## src/rtl/scan_cfg_pkg.sv

```systemverilog
// Shared definitions for the configuration scan-chain loader: FSM state codes,
// default host word width and the counter-width helper.
package scan_cfg_pkg;

  localparam int SCAN_WORD_W = 8;

  typedef logic [1:0] scan_state_t;

  localparam scan_state_t ST_IDLE      = 2'd0;
  localparam scan_state_t ST_WAIT_WORD = 2'd1;
  localparam scan_state_t ST_SHIFT     = 2'd2;
  localparam scan_state_t ST_DONE      = 2'd3;

  // Bits needed to hold the values 0..max_val inclusive.
  function automatic int cnt_w(input int max_val);
    return (max_val < 1) ? 1 : $clog2(max_val + 1);
  endfunction

endpackage

```

## src/rtl/scan_word_serializer.sv

```systemverilog
// Word buffer shifted out MSB-first with a per-word bit counter.
// With SCAN_CFG_READBACK_EN defined, also captures the chain tail into rb_data.
module scan_word_serializer
  import scan_cfg_pkg::*;
#(
  parameter int WORD_W = SCAN_WORD_W,
  parameter int CNT_W  = cnt_w(WORD_W)
) (
  input  logic              scan_clk,
  input  logic              rst,
  input  logic              clear,
  input  logic              load,
  input  logic [WORD_W-1:0] word,
  input  logic [CNT_W-1:0]  nbits,
  input  logic              shift,
  input  logic              scan_out,
  output logic              scan_in,
  output logic              last,
  output logic [WORD_W-1:0] rb_data,
  output logic              rb_valid
);

  logic [WORD_W-1:0] buffer;
  logic [CNT_W-1:0]  bit_cnt;

  assign scan_in = buffer[WORD_W-1];
  assign last    = shift && (bit_cnt == CNT_W'(1));

  // The buffer is emptied after each word so scan_in idles at 0 between words.
  always_ff @(posedge scan_clk or posedge rst) begin
    if (rst) begin
      buffer  <= '0;
      bit_cnt <= '0;
    end else if (clear) begin
      buffer  <= '0;
      bit_cnt <= '0;
    end else if (load) begin
      buffer  <= word;
      bit_cnt <= nbits;
    end else if (shift) begin
      buffer  <= last ? '0 : {buffer[WORD_W-2:0], 1'b0};
      bit_cnt <= bit_cnt - CNT_W'(1);
    end
  end

`ifdef SCAN_CFG_READBACK_EN
  logic [WORD_W-1:0] capture;
  logic [WORD_W-1:0] cap_next;
  logic [CNT_W-1:0]  word_bits;
  logic [CNT_W-1:0]  pad;

  assign cap_next = {capture[WORD_W-2:0], scan_out};
  assign pad      = CNT_W'(WORD_W) - word_bits;

  // A short final word lands in the low bits; shift it up to left-justify.
  always_ff @(posedge scan_clk or posedge rst) begin
    if (rst) begin
      capture   <= '0;
      word_bits <= '0;
      rb_data   <= '0;
      rb_valid  <= 1'b0;
    end else begin
      rb_valid <= 1'b0;
      if (clear) begin
        capture <= '0;
      end else if (load) begin
        word_bits <= nbits;
      end else if (shift) begin
        if (last) begin
          capture  <= '0;
          rb_data  <= cap_next << pad;
          rb_valid <= 1'b1;
        end else begin
          capture <= cap_next;
        end
      end
    end
  end
`else
  logic unused_scan_out;

  assign unused_scan_out = scan_out;
  assign rb_data         = '0;
  assign rb_valid        = 1'b0;
`endif

endmodule

```

## src/rtl/scan_cfg_ctrl.sv

```systemverilog
// Loads the configuration scan chain from a valid/ready word stream, MSB-first.
// Readback of the chain tail is built only when SCAN_CFG_READBACK_EN is defined.
module scan_cfg_ctrl
  import scan_cfg_pkg::*;
#(
  parameter int CHAIN_LEN = 16,
  parameter int WORD_W    = SCAN_WORD_W
) (
  input  logic              scan_clk,
  input  logic              rst,
  input  logic              start,
  input  logic              abort,
  input  logic [WORD_W-1:0] cfg_data,
  input  logic              cfg_valid,
  output logic              cfg_ready,
  output logic              scan_en,
  output logic              scan_in,
  input  logic              scan_out,
  output logic              busy,
  output logic              done,
  output logic [WORD_W-1:0] rb_data,
  output logic              rb_valid
);

  localparam int REM_W = cnt_w(CHAIN_LEN);
  localparam int CNT_W = cnt_w(WORD_W);

  scan_state_t      state;
  scan_state_t      state_next;
  logic [REM_W-1:0] remaining;
  logic [CNT_W-1:0] nbits;
  logic             load;
  logic             word_last;

  assign cfg_ready = (state == ST_WAIT_WORD);
  assign load      = cfg_ready && cfg_valid && !abort;

  always_comb begin
    nbits = CNT_W'(WORD_W);
    if (32'(remaining) < WORD_W) nbits = CNT_W'(remaining);
  end

  always_comb begin
    // NOTE: default assignment first so no path leaves state_next unassigned (no latch).
    state_next = state;
    case (state)
      ST_IDLE:      if (start) state_next = ST_WAIT_WORD;
      ST_WAIT_WORD: if (cfg_valid) state_next = ST_SHIFT;
      ST_SHIFT: begin
        if (word_last) state_next = (remaining == REM_W'(1)) ? ST_DONE : ST_WAIT_WORD;
      end
      ST_DONE:      state_next = ST_IDLE;
      default:      state_next = ST_IDLE;
    endcase
    if (abort) state_next = ST_IDLE;
  end

  // Status outputs are decoded from the next state so they are true flops.
  always_ff @(posedge scan_clk or posedge rst) begin
    if (rst) begin
      state     <= ST_IDLE;
      remaining <= '0;
      scan_en   <= 1'b0;
      busy      <= 1'b0;
      done      <= 1'b0;
    end else begin
      // NOTE: non-blocking assignments so every flop samples pre-edge values.
      state   <= state_next;
      scan_en <= (state_next == ST_SHIFT);
      busy    <= (state_next != ST_IDLE);
      done    <= (state_next == ST_DONE);
      if (state == ST_IDLE) begin
        remaining <= REM_W'(CHAIN_LEN);
      end else if (scan_en) begin
        remaining <= remaining - REM_W'(1);
      end
    end
  end

  scan_word_serializer #(
    .WORD_W (WORD_W),
    .CNT_W  (CNT_W)
  ) u_serializer (
    .scan_clk (scan_clk),
    .rst      (rst),
    .clear    (abort),
    .load     (load),
    .word     (cfg_data),
    .nbits    (nbits),
    .shift    (scan_en),
    .scan_out (scan_out),
    .scan_in  (scan_in),
    .last     (word_last),
    .rb_data  (rb_data),
    .rb_valid (rb_valid)
  );

endmodule

```

## config.mk

```make
export PLATFORM = sky130hd
export DESIGN_NAME = scan_cfg_ctrl
export DESIGN_NICKNAME = d
export VERILOG_FILES = /design/src/rtl/scan_cfg_pkg.sv /design/src/rtl/scan_word_serializer.sv /design/src/rtl/scan_cfg_ctrl.sv
export SDC_FILE = /design/constraint.sdc
export NUM_CORES = 1
export LEC_CHECK = 0
export CAP_MARGIN = 20
export CORE_UTILIZATION = 55
export DETAILED_ROUTE_END_ITERATION = 10
export DONT_BUFFER_PORTS = 1
export GPL_ROUTABILITY_DRIVEN = 0
export PLACE_DENSITY = 0.76
export SLEW_MARGIN = 20
export SYNTH_ARGS = -nofsm -noshare
export SYNTH_HDL_FRONTEND = slang
export SYNTH_SLANG_ARGS = --single-unit
```

## constraint.sdc

```tcl
create_clock -name scan_clk -period 1.4 [get_ports scan_clk]
set_clock_uncertainty 0.1 [all_clocks]
set_input_delay 0.07 -clock scan_clk [delete_from_list [all_inputs] [get_ports scan_clk]]
set_output_delay 0.07 -clock scan_clk [all_outputs]
set_load 0.01 [all_outputs]
```

==> results.md, run 1 <==
* CP cell instances: inv_1 -> ha_2 -> nand2_2 -> o31a_1 -> or3_1
* Final HPWL DP at 1.75 mm
* Ys Warns at 0
* Fill count at 169
* Crit end category: register
* Number of max-cap violations at 0
* Fmax achieved at 675 MHz
* Overall routing resource usage at 0.220
* CP Data Required Time at 1510 ps
* Failing checks: hold timing, setup timing
* Hold path depth at 1
* Sequential area share after synthesis at 0.401
* Largest delay share family, worst path: flip-flops
* Hold Startpoint: abort
* Vias in the first global route at 927
* Core area at 0.00228 sq mm
* Later-pin clock latency in the skew report at 320 ps
* Worst min path class: in -> reg
* Initial cell density of the core at 0.603
* Layout cells sized above 1 at 0.397
* Drt first pass iters at 4
* Post-route ant nets at 0
* H-tree level count at 1
* R2R Path End: remaining[4]
* Setup slack after layout at -80.9 ps
* Fin area at 0.00158 sq mm
* Internal power at 0.00113 W
* Worst setup SP type: register
* Syn avg cell area at 10.8 sq um
* Chip Width at 52.0 um
* WL/cell at 15.8 um
* Die ar. at 0.00270 sq mm
* First-pass GRT wire length at 4.23 mm
* CTS tree: yes
* Max clock buf depth at 2
* Most frequent cells in the layout: dfrtp_1, nor2_1, buf_4, conb_1
* Main synth FF type: dfrtp_1
* CTS Root Buffer Type: clkbuf_4
* Critical path's slowest cell: dfrtp_1
* Pwr Density at 977 mW/mm^2
* FFs w/ async S/R, synth at 1.00
* Hold-fix buffers, CTS at 2
* Arrival time at the worst endpoint at 1590 ps
* Hold endpoint: u_serializer.buffer[3]
* Min Tclk post-route at 1480 ps
* Post-route total power at 0.00155 W
* Post-Route Setup TNS at -549 ps
* Final setup violating endpoints at 11
* Final Hold Viols at 17
* Nets at 160
* Area post-placement at 0.00143 sq mm
* Status: finished, violations left
* Worst setup path class: reg -> reg
* Via-per-instance ratio at 5.54
* FF+latch count, synth at 22
* Initial antenna violation count at 0
* Clock power share at 0.318
* # diodes at 0
* Clk sinks at 22
* Peak VDD IR at 879 uV
* Io pins at 28
* DRT Wirelength at 2.67 mm
* Port Buffer Count at 0
* Final slew viol count at 0
* CP max stage delay at 430 ps
* DRT iter0 DRCs at 13
* Total grt overflow at 0
* Largest net degree at the start of global routing at 23
* R2r setup slk at -80 ps
* Buffers & Inverters on Critical Path at 1
* Mapped Area at 0.00137 sq mm
* Sequential share of power at 0.482
* Vias at 937
* Post-synth cell types at 37
* FF-to-FF path depth at 5
* Placement Rows at 17
* Leak at 0.641 nW
* Critical Path Fanout Max at 3
* Sw Share at 0.271
* Unrepaired setup endpoints after global routing: yes
* WHS at -309 ps
* Most common cell after layout, fill and taps aside: dfrtp_1
* Net switching power at 0.000419 W
* Clk pin slew, worst setup/hold paths at 130 ps
* Gate Count Post-Synth at 127
* Comb power frac at 0.201
* Post-route DRC at 0
* Startpoint of the worst-slack reg-to-reg timing path: remaining[0]
* Area delta synth->final at 15.3%
* CTS Buf Count at 3
* Tcrit/Tclk final at 1.06
* Die span in y at 52.0 um
* EDFF count, synth at 0
-- worst max-delay path by stage --
stage                            startpoint                      to  slack (ps)  cells after the start
floorplan           u_serializer.bit_cnt[1]  u_serializer.buffer[1]         -80                      6
finish                         remaining[0]            remaining[4]         -80                      5
global placement    u_serializer.bit_cnt[1]  u_serializer.buffer[2]        -150                      5
detailed placement  u_serializer.bit_cnt[1]  u_serializer.buffer[4]        -190                      5
CTS                 u_serializer.bit_cnt[1]  u_serializer.buffer[1]         -70                      5
global route                   remaining[0]            remaining[4]        -130                      5
-- area by class of cell --
cell class / count / area, sq um / share of cell area
Timing Repair Buffer: 18 / 156 / 0.0988
Tap cell: 28 / 35.0 / 0.0221
Clock buffer: 3 / 22.5 / 0.0142
Multi-Input combinational cell: 92 / 767 / 0.485
Clock inverter: 1 / 30.0 / 0.0190
Sequential cell: 22 / 553 / 0.349
Inverter: 5 / 18.8 / 0.0119
-- timing repair --
| action | in CTS | in global routing |
|---|---|---|
| endpoints found under the setup margin | 12 | 17 |
| setup buffers | 1 | 1 |
| gates resized for setup | 7 | 6 |
| pin swaps | 8 | 10 |
| endpoints found under the hold margin | 39 | 17 |
-- layer usage --
layer,track usage,wire length [um],vias up
li1,-,-,454
met1,0.276,1150,460
met2,0.350,1370,19
met3,0.0702,113,4
met4,0.0811,35,0
met5,0,0,-
-- power by group through the flow --
stage | logic (W) | clock network [W] | registers [W]
after floorplan | 0.000240 | 0 | 0.000740
after global placement | 0.000268 | 0 | 0.000746
after detailed placement | 0.000281 | 0 | 0.000747
after CTS | 0.000297 | 0.000506 | 0.000740
after global routing | 0.000341 | 0.000525 | 0.000752
final | 0.000310 | 0.000491 | 0.000744
-- metrics by stage --
step	setup WS, ps	util	instances
2_1_floorplan	-78.2	-	135
3_5_place_dp	-194	0.630	161
3_3_place_gp	-148	0.630	161
5_1_grt	-134	0.695	169
4_1_cts	-71.0	0.680	168
6_report	-80.9	0.695	169
-- kinds of logic after synthesis --
family | Yosys count | share of synthesized area
and+or+nand+nor | 49 | 0.243
AOI/OAI and AO/OA | 24 | 0.176
DFF | 22 | 0.401
buffers and inverters | 21 | 0.102
xor gates and xnor gates | 6 | 0.0383
adders and majority gates | 4 | 0.0365
other | 1 | 0.00273
-- synth_stat cells (all sizes together) (4+ instances only) --
master / n / area [sq um]
nand3: 9 / 80.1
a311oi: 7 / 105
dfrtp: 22 / 551
nand2b: 8 / 57.6
nand2: 6 / 25.0
inv: 5 / 18.8
nor2: 15 / 56.3
a21oi: 6 / 30.0
ha: 4 / 50.1
buf: 15 / 118
-- flip-flops by register name, indices dropped and copies added, names as in the netlist --
register / cells
u_serializer.buffer: 8
u_serializer.bit_cnt: 4
done: 1
remaining: 5
busy: 1
state: 2
scan_en: 1
No activity file was read; power rests on OpenSTA's default activity.
==> run 2: changes to the inputs <==
--- a/config.mk
+++ b/config.mk
@@ -10,7 +10,7 @@
 export DETAILED_ROUTE_END_ITERATION = 10
 export DONT_BUFFER_PORTS = 1
 export GPL_ROUTABILITY_DRIVEN = 0
-export PLACE_DENSITY = 0.76
+export PLACE_DENSITY_LB_ADDON = 0.3
 export SLEW_MARGIN = 20
 export SYNTH_ARGS = -nofsm -noshare
 export SYNTH_HDL_FRONTEND = slang
==> results.md, run 2 (synthesis gave the netlist of run 1 again) <==
* Status: finished, violations left (unchanged)
* Failing checks: hold timing, setup timing (unchanged)
* Fmax achieved at 672 MHz (was 675 MHz)
* Worst setup path class: reg -> reg (unchanged)
* Tcrit/Tclk final at 1.06 (about the same)
* Clk sinks at 22 (unchanged)
* Chip Width at 52.0 um (unchanged)
* Area delta synth->final at 14.5% (was 15.3%)
* Most frequent cells in the layout: dfrtp_1, buf_4, nor2_1, conb_1 (was dfrtp_1, nor2_1, buf_4, conb_1)
* CTS Buf Count at 3 (unchanged)
* Final setup violating endpoints at 11 (unchanged)
* Fill count at 147 (was 169)
* Final slew viol count at 0 (unchanged)
* Clock power share at 0.204 (was 0.318)
* Placement Rows at 17 (unchanged)
* Crit end category: register (unchanged)
* Fin area at 0.00157 sq mm (was 0.00158 sq mm)
* Initial cell density of the core at 0.603 (unchanged)
* CP Data Required Time at 1480 ps (was 1510 ps)
* Largest delay share family, worst path: flip-flops (unchanged)
* Peak VDD IR at 623 uV (was 879 uV)
* Port Buffer Count at 0 (unchanged)
* Number of max-cap violations at 0 (unchanged)
* Register area at 553 sq um (unchanged)
* Max reg flops at 8 (unchanged)
* Worst min path class: in -> reg (unchanged)
* Max clock buf depth at 2 (unchanged)
* Hold-fix buffers, CTS at 2 (unchanged)
* Layout cells sized above 1 at 0.401 (was 0.397)
* Inst Count DP at 162 (was 161)
* Pwr Density at 845 mW/mm^2 (was 977 mW/mm^2)
* Final HPWL DP at 1.81 mm (was 1.75 mm)
* Unrepaired setup endpoints after global routing: yes (unchanged)
* DRT Wirelength at 2.60 mm (was 2.67 mm)
* Later-pin clock latency in the skew report at 290 ps (was 320 ps)
* CTS tree: yes (unchanged)
* WL/cell at 15.3 um (was 15.8 um)
* Min Tclk post-route at 1490 ps (was 1480 ps)
* Met1 Use GR at 0.277 (was 0.276)
* Post-Route Setup TNS at -573 ps (was -549 ps)
* Most common cell after layout, fill and taps aside: dfrtp_1 (unchanged)
* Sw Share at 0.292 (was 0.271)
* Overall routing resource usage at 0.220 (about the same)
* Reg with most FFs: u_serializer.buffer (unchanged)
* Buffers & Inverters on Critical Path at 1 (unchanged)
* Met2 Use GR at 0.385 (was 0.350)
* Net switching power at 0.000388 W (was 0.000419 W)
* First-pass GRT wire length at 4.26 mm (was 4.23 mm)
* Total grt overflow at 0 (unchanged)
* Nets at 162 (was 160)
* Io pins at 28 (unchanged)
* H-tree level count at 1 (unchanged)
* Internal power at 0.000940 W (was 0.00113 W)
* Via-per-instance ratio at 5.66 (was 5.54)
* Final Hold Viols at 17 (unchanged)
* Die span in y at 52.0 um (unchanged)
* Post-route DRC at 0 (unchanged)
* Leak at 0.638 nW (was 0.641 nW)
* Drt first pass iters at 4 (unchanged)
* Critical Path Fanout Max at 3 (unchanged)
* Met3 Track Usage GR at 0.0205 (was 0.0702)
* Critical path's slowest cell: dfrtp_1 (unchanged)
* Post-route ant nets at 0 (unchanged)
* Die ar. at 0.00270 sq mm (unchanged)
* Vias in the first global route at 957 (was 927)
* CP cell instances: inv_1 -> ha_1 -> nand2_2 -> o31a_1 -> or3_1 (was inv_1 -> ha_2 -> nand2_2 -> o31a_1 -> or3_1)
* Setup slack after layout at -88.3 ps (was -80.9 ps)
* DRT iter0 DRCs at 12 (was 13)
* # diodes at 0 (unchanged)
* Comb power frac at 0.236 (was 0.201)
* Worst setup SP type: register (unchanged)
* WHS at -276 ps (was -309 ps)
* Regs by FF count: u_serializer.buffer: 8 flops, remaining: 5 flops, u_serializer.bit_cnt: 4 flops (unchanged)
* CTS Root Buffer Type: clkbuf_4 (unchanged)
* GRT busiest layer: met2 (unchanged)
* Arrival time at the worst endpoint at 1570 ps (was 1590 ps)
* Area post-placement at 0.00144 sq mm (was 0.00143 sq mm)
* Core area at 0.00228 sq mm (unchanged)
* Largest net degree at the start of global routing at 23 (unchanged)
* Sequential share of power at 0.559 (was 0.482)
* Clk pin slew, worst setup/hold paths at 110 ps (was 130 ps)
* Multi-input logic area at 771 sq um (was 767 sq um)
* Post-Layout Cell Count at 170 (was 169)
* Vias at 963 (was 937)
* CP max stage delay at 410 ps (was 430 ps)
* Initial antenna violation count at 0 (unchanged)
## run 2: cell count changes in the layout (fill, tap and decap cells not counted), sizes merged
cell / change
bufinv: -1
buf: +2
## run 2: final timing paths
| kind | start | endpoint | slack [ps] | depth (start not counted) |
|---|---|---|---|---|
| setup / recovery | remaining[0] | remaining[4] | -90 | 5 |
| setup reg to reg | remaining[0] | remaining[4] | -90 | 5 |
| min in group asynchronous | rst | busy | 140 | 3 |
| hold reg to reg | u_serializer.buffer[2] | u_serializer.buffer[3] | 490 | 2 |
| hold / removal | abort | u_serializer.bit_cnt[2] | -280 | 1 |
| max in group asynchronous | rst | scan_en | 830 | 3 |
## run 2: cell type report
cell class,instances,share of cell area
Tap cell,28,0.0223
Sequential cell,22,0.352
Inverter,5,0.0119
Timing Repair Buffer,20,0.109
Multi-Input combinational cell,92,0.490
Clock buffer,3,0.0143
## run 2: power by group through the flow
stage	sequential [W]	clock (W)	combinational, W
after global routing	0.000749	0.000307	0.000342
after CTS	0.000741	0.000287	0.000301
after global placement	0.000745	0	0.000272
after floorplan	0.000740	0	0.000240
final	0.000743	0.000272	0.000314
after detailed placement	0.000747	0	0.000283
## run 2: what timing repair did
item | in CTS | in global routing
cloned | 0 | 0
pin swaps | 4 | 6
endpoints found under the setup margin | 14 | 16
endpoints found under the hold margin | 39 | 17
setup buffers | 1 | 2
gates resized for setup | 7 | 6
## run 2: layer usage
layer  part of all wire  vias to the layer above
li1                   -                      460
met5                  0                        -
met3              0.023                        2
met4             0.0062                        0
met1               0.43                      485
met2               0.54                       16
## run 2: metrics by stage
stage / setup WS [ps] / util / total power (W)
after floorplan: -78.2 / - / 0.000980
after global placement: -166 / 0.633 / 0.00102
after detailed placement: -241 / 0.633 / 0.00103
after CTS: -73.4 / 0.673 / 0.00133
after global routing: -143 / 0.690 / 0.00140
final: -88.3 / 0.690 / 0.00133
==> run 3: changes to the inputs <==
--- a/config.mk
+++ b/config.mk
@@ -6,7 +6,9 @@
 export NUM_CORES = 1
 export LEC_CHECK = 0
 export CAP_MARGIN = 20
-export CORE_UTILIZATION = 55
+export CELL_PAD_IN_SITES_DETAIL_PLACEMENT = 2
+export CELL_PAD_IN_SITES_GLOBAL_PLACEMENT = 2
+export CORE_UTILIZATION = 35
 export DETAILED_ROUTE_END_ITERATION = 10
 export DONT_BUFFER_PORTS = 1
 export GPL_ROUTABILITY_DRIVEN = 0
==> results.md, run 3 (synthesis gave the netlist of run 1 again) <==
* WL/cell at 18.7 um (was 15.3 um)
* Comb power frac at 0.207 (was 0.236)
* Clk pin slew, worst setup/hold paths at 90 ps (was 110 ps)
* Total grt overflow at 0 (unchanged)
* Clk sinks at 22 (unchanged)
* CP max stage delay at 450 ps (was 410 ps)
* # diodes at 0 (unchanged)
* Placement Rows at 22 (was 17)
* DRT Wirelength at 3.60 mm (was 2.60 mm)
* Pwr Density at 1000 mW/mm^2 (was 845 mW/mm^2)
* Sw Share at 0.277 (was 0.292)
* Leak at 0.673 nW (was 0.638 nW)
* Peak VDD IR at 758 uV (was 623 uV)
* Multi-input logic area at 830 sq um (was 771 sq um)
* Vias in the first global route at 1154 (was 957)
* Vias at 998 (was 963)
* CTS Buf Count at 3 (unchanged)
* Fill count at 381 (was 147)
* Crit end category: register (unchanged)
* Initial antenna violation count at 0 (unchanged)
* Most frequent cells in the layout: dfrtp_1, buf_4, nor2_1, conb_1 (unchanged)
* Io pins at 28 (unchanged)
* Die ar. at 0.00418 sq mm (was 0.00270 sq mm)
* Tcrit/Tclk final at 1.06 (about the same)
* Post-route ant nets at 0 (unchanged)
* Later-pin clock latency in the skew report at 270 ps (was 290 ps)
* Port Buffer Count at 0 (unchanged)
* WHS at -254 ps (was -276 ps)
* Nets at 163 (was 162)
* Via-per-instance ratio at 5.20 (was 5.66)
* Setup slack after layout at -87.5 ps (was -88.3 ps)
* Final slew viol count at 0 (unchanged)
* Min Tclk post-route at 1490 ps (about the same)
* Final setup violating endpoints at 12 (was 11)
* CTS tree: yes (unchanged)
* Max clock buf depth at 2 (unchanged)
* Internal power at 0.00124 W (was 0.000940 W)
* Fin area at 0.00172 sq mm (was 0.00157 sq mm)
* Area delta synth->final at 25.0% (was 14.5%)
* Failing checks: hold timing, setup timing (unchanged)
* Final HPWL DP at 2.49 mm (was 1.81 mm)
* Layout cells sized above 1 at 0.465 (was 0.401)
* H-tree level count at 1 (unchanged)
* Arrival time at the worst endpoint at 1540 ps (was 1570 ps)
* Pre-CTS setup slack at -233 ps (was -241 ps)
* Sequential share of power at 0.436 (was 0.559)
* Worst setup SP type: register (unchanged)
* Final Hold Viols at 17 (unchanged)
* Core area at 0.00372 sq mm (was 0.00228 sq mm)
* Register area at 553 sq um (unchanged)
* Most common cell after layout, fill and taps aside: dfrtp_1 (unchanged)
* Number of max-cap violations at 0 (unchanged)
* Reg with most FFs: u_serializer.buffer (unchanged)
* Fmax achieved at 672 MHz (about the same)
* Worst min path class: in -> reg (unchanged)
* DRT iter0 DRCs at 24 (was 12)
* CP Data Required Time at 1450 ps (was 1480 ps)
* Clock power share at 0.357 (was 0.204)
* Hold-fix buffers, CTS at 2 (unchanged)
* Largest net degree at the start of global routing at 23 (unchanged)
* Critical path's slowest cell: or3b_4 (was dfrtp_1)
* Chip Width at 64.6 um (was 52.0 um)
* Status: finished, violations left (unchanged)
* First-pass GRT wire length at 5.98 mm (was 4.26 mm)
* Area post-placement at 0.00148 sq mm (was 0.00144 sq mm)
* Regs by FF count: u_serializer.buffer: 8 flops, remaining: 5 flops, u_serializer.bit_cnt: 4 flops (unchanged)
* Critical Path Fanout Max at 7 (was 3)
* Worst setup path class: reg -> reg (unchanged)
* Overall routing resource usage at 0.196 (was 0.220)
* Initial cell density of the core at 0.369 (was 0.603)
* Max reg flops at 8 (unchanged)
* Net switching power at 0.000476 W (was 0.000388 W)
* Unrepaired setup endpoints after global routing: yes (unchanged)
* CTS Root Buffer Type: clkbuf_8 (was clkbuf_4)
* CP cell instances: inv_2 -> ha_4 -> or3b_4 -> nand3_2 -> a311oi_2 (was inv_1 -> ha_1 -> nand2_2 -> o31a_1 -> or3_1)
* Drt first pass iters at 4 (unchanged)
* Die span in y at 64.6 um (was 52.0 um)
* Post-route DRC at 0 (unchanged)
## run 3: worst paths after layout
path                            cells past startpoint  slack, ps                       to               startpoint
worst max-delay path                                5        -90   u_serializer.buffer[2]  u_serializer.bit_cnt[1]
worst min-delay path                                1       -250  u_serializer.bit_cnt[2]                    abort
worst max register to register                      5        -90   u_serializer.buffer[2]  u_serializer.bit_cnt[1]
worst min register to register                      2        500   u_serializer.buffer[3]   u_serializer.buffer[2]
max in group asynchronous                           3        770                 state[1]                      rst
min in group asynchronous                           3        170             remaining[3]                      rst
## run 3: power groups by stage
stage	Clock, W	Sequential (W)	Combinational (W)
2_1_floorplan	0	0.000740	0.000240
3_3_place_gp	0	0.000746	0.000285
3_5_place_dp	0	0.000750	0.000302
4_1_cts	0.000632	0.000748	0.000338
5_1_grt	0.000653	0.000757	0.000392
6_report	0.000613	0.000750	0.000355
## run 3: final cells by class
cell class | count | share of cell area
Multi-Input combinational cell | 92 | 0.484
Sequential cell | 22 | 0.322
Timing Repair Buffer | 21 | 0.106
Tap cell | 48 | 0.0350
Clock buffer | 3 | 0.0241
Clock inverter | 1 | 0.0175
Inverter | 5 | 0.0109
## run 3: worst max-delay path: cells and delay by family (launching register included)
family | cells | cell delay (ps)
buffers and inverters | 1 | 80
AND/OR/NAND/NOR | 2 | 570
AO/OA/AOI/OAI | 1 | 90
adder cells (fa/ha/maj) | 1 | 130
flip-flops | 1 | 400
## run 3: what timing repair did
item	in CTS	in global routing
cloned	0	0
endpoints found under the setup margin	14	19
buffers inserted	1	2
pin swaps	12	10
resized for setup	14	11
hold endpoints to repair	39	17
## run 3: stage by stage
step           utilization  hold WS [ps]  total power [W]  std cells  setup TNS (ps)
2_1_floorplan            -         -40.8         0.000980        135            -553
3_3_place_gp         0.399         -76.1          0.00103        184           -1270
3_5_place_dp         0.399         -71.7          0.00105        184           -2290
4_1_cts              0.449          -266          0.00172        191            -772
5_1_grt              0.462          -273          0.00180        192           -1550
6_report             0.462          -254          0.00172        192            -686
## run 3: metal layers
layer	wire (um)	track usage
met2	1940	0.364
met5	0	0
met4	65	0.0611
met1	1460	0.213
met3	131	0.0528
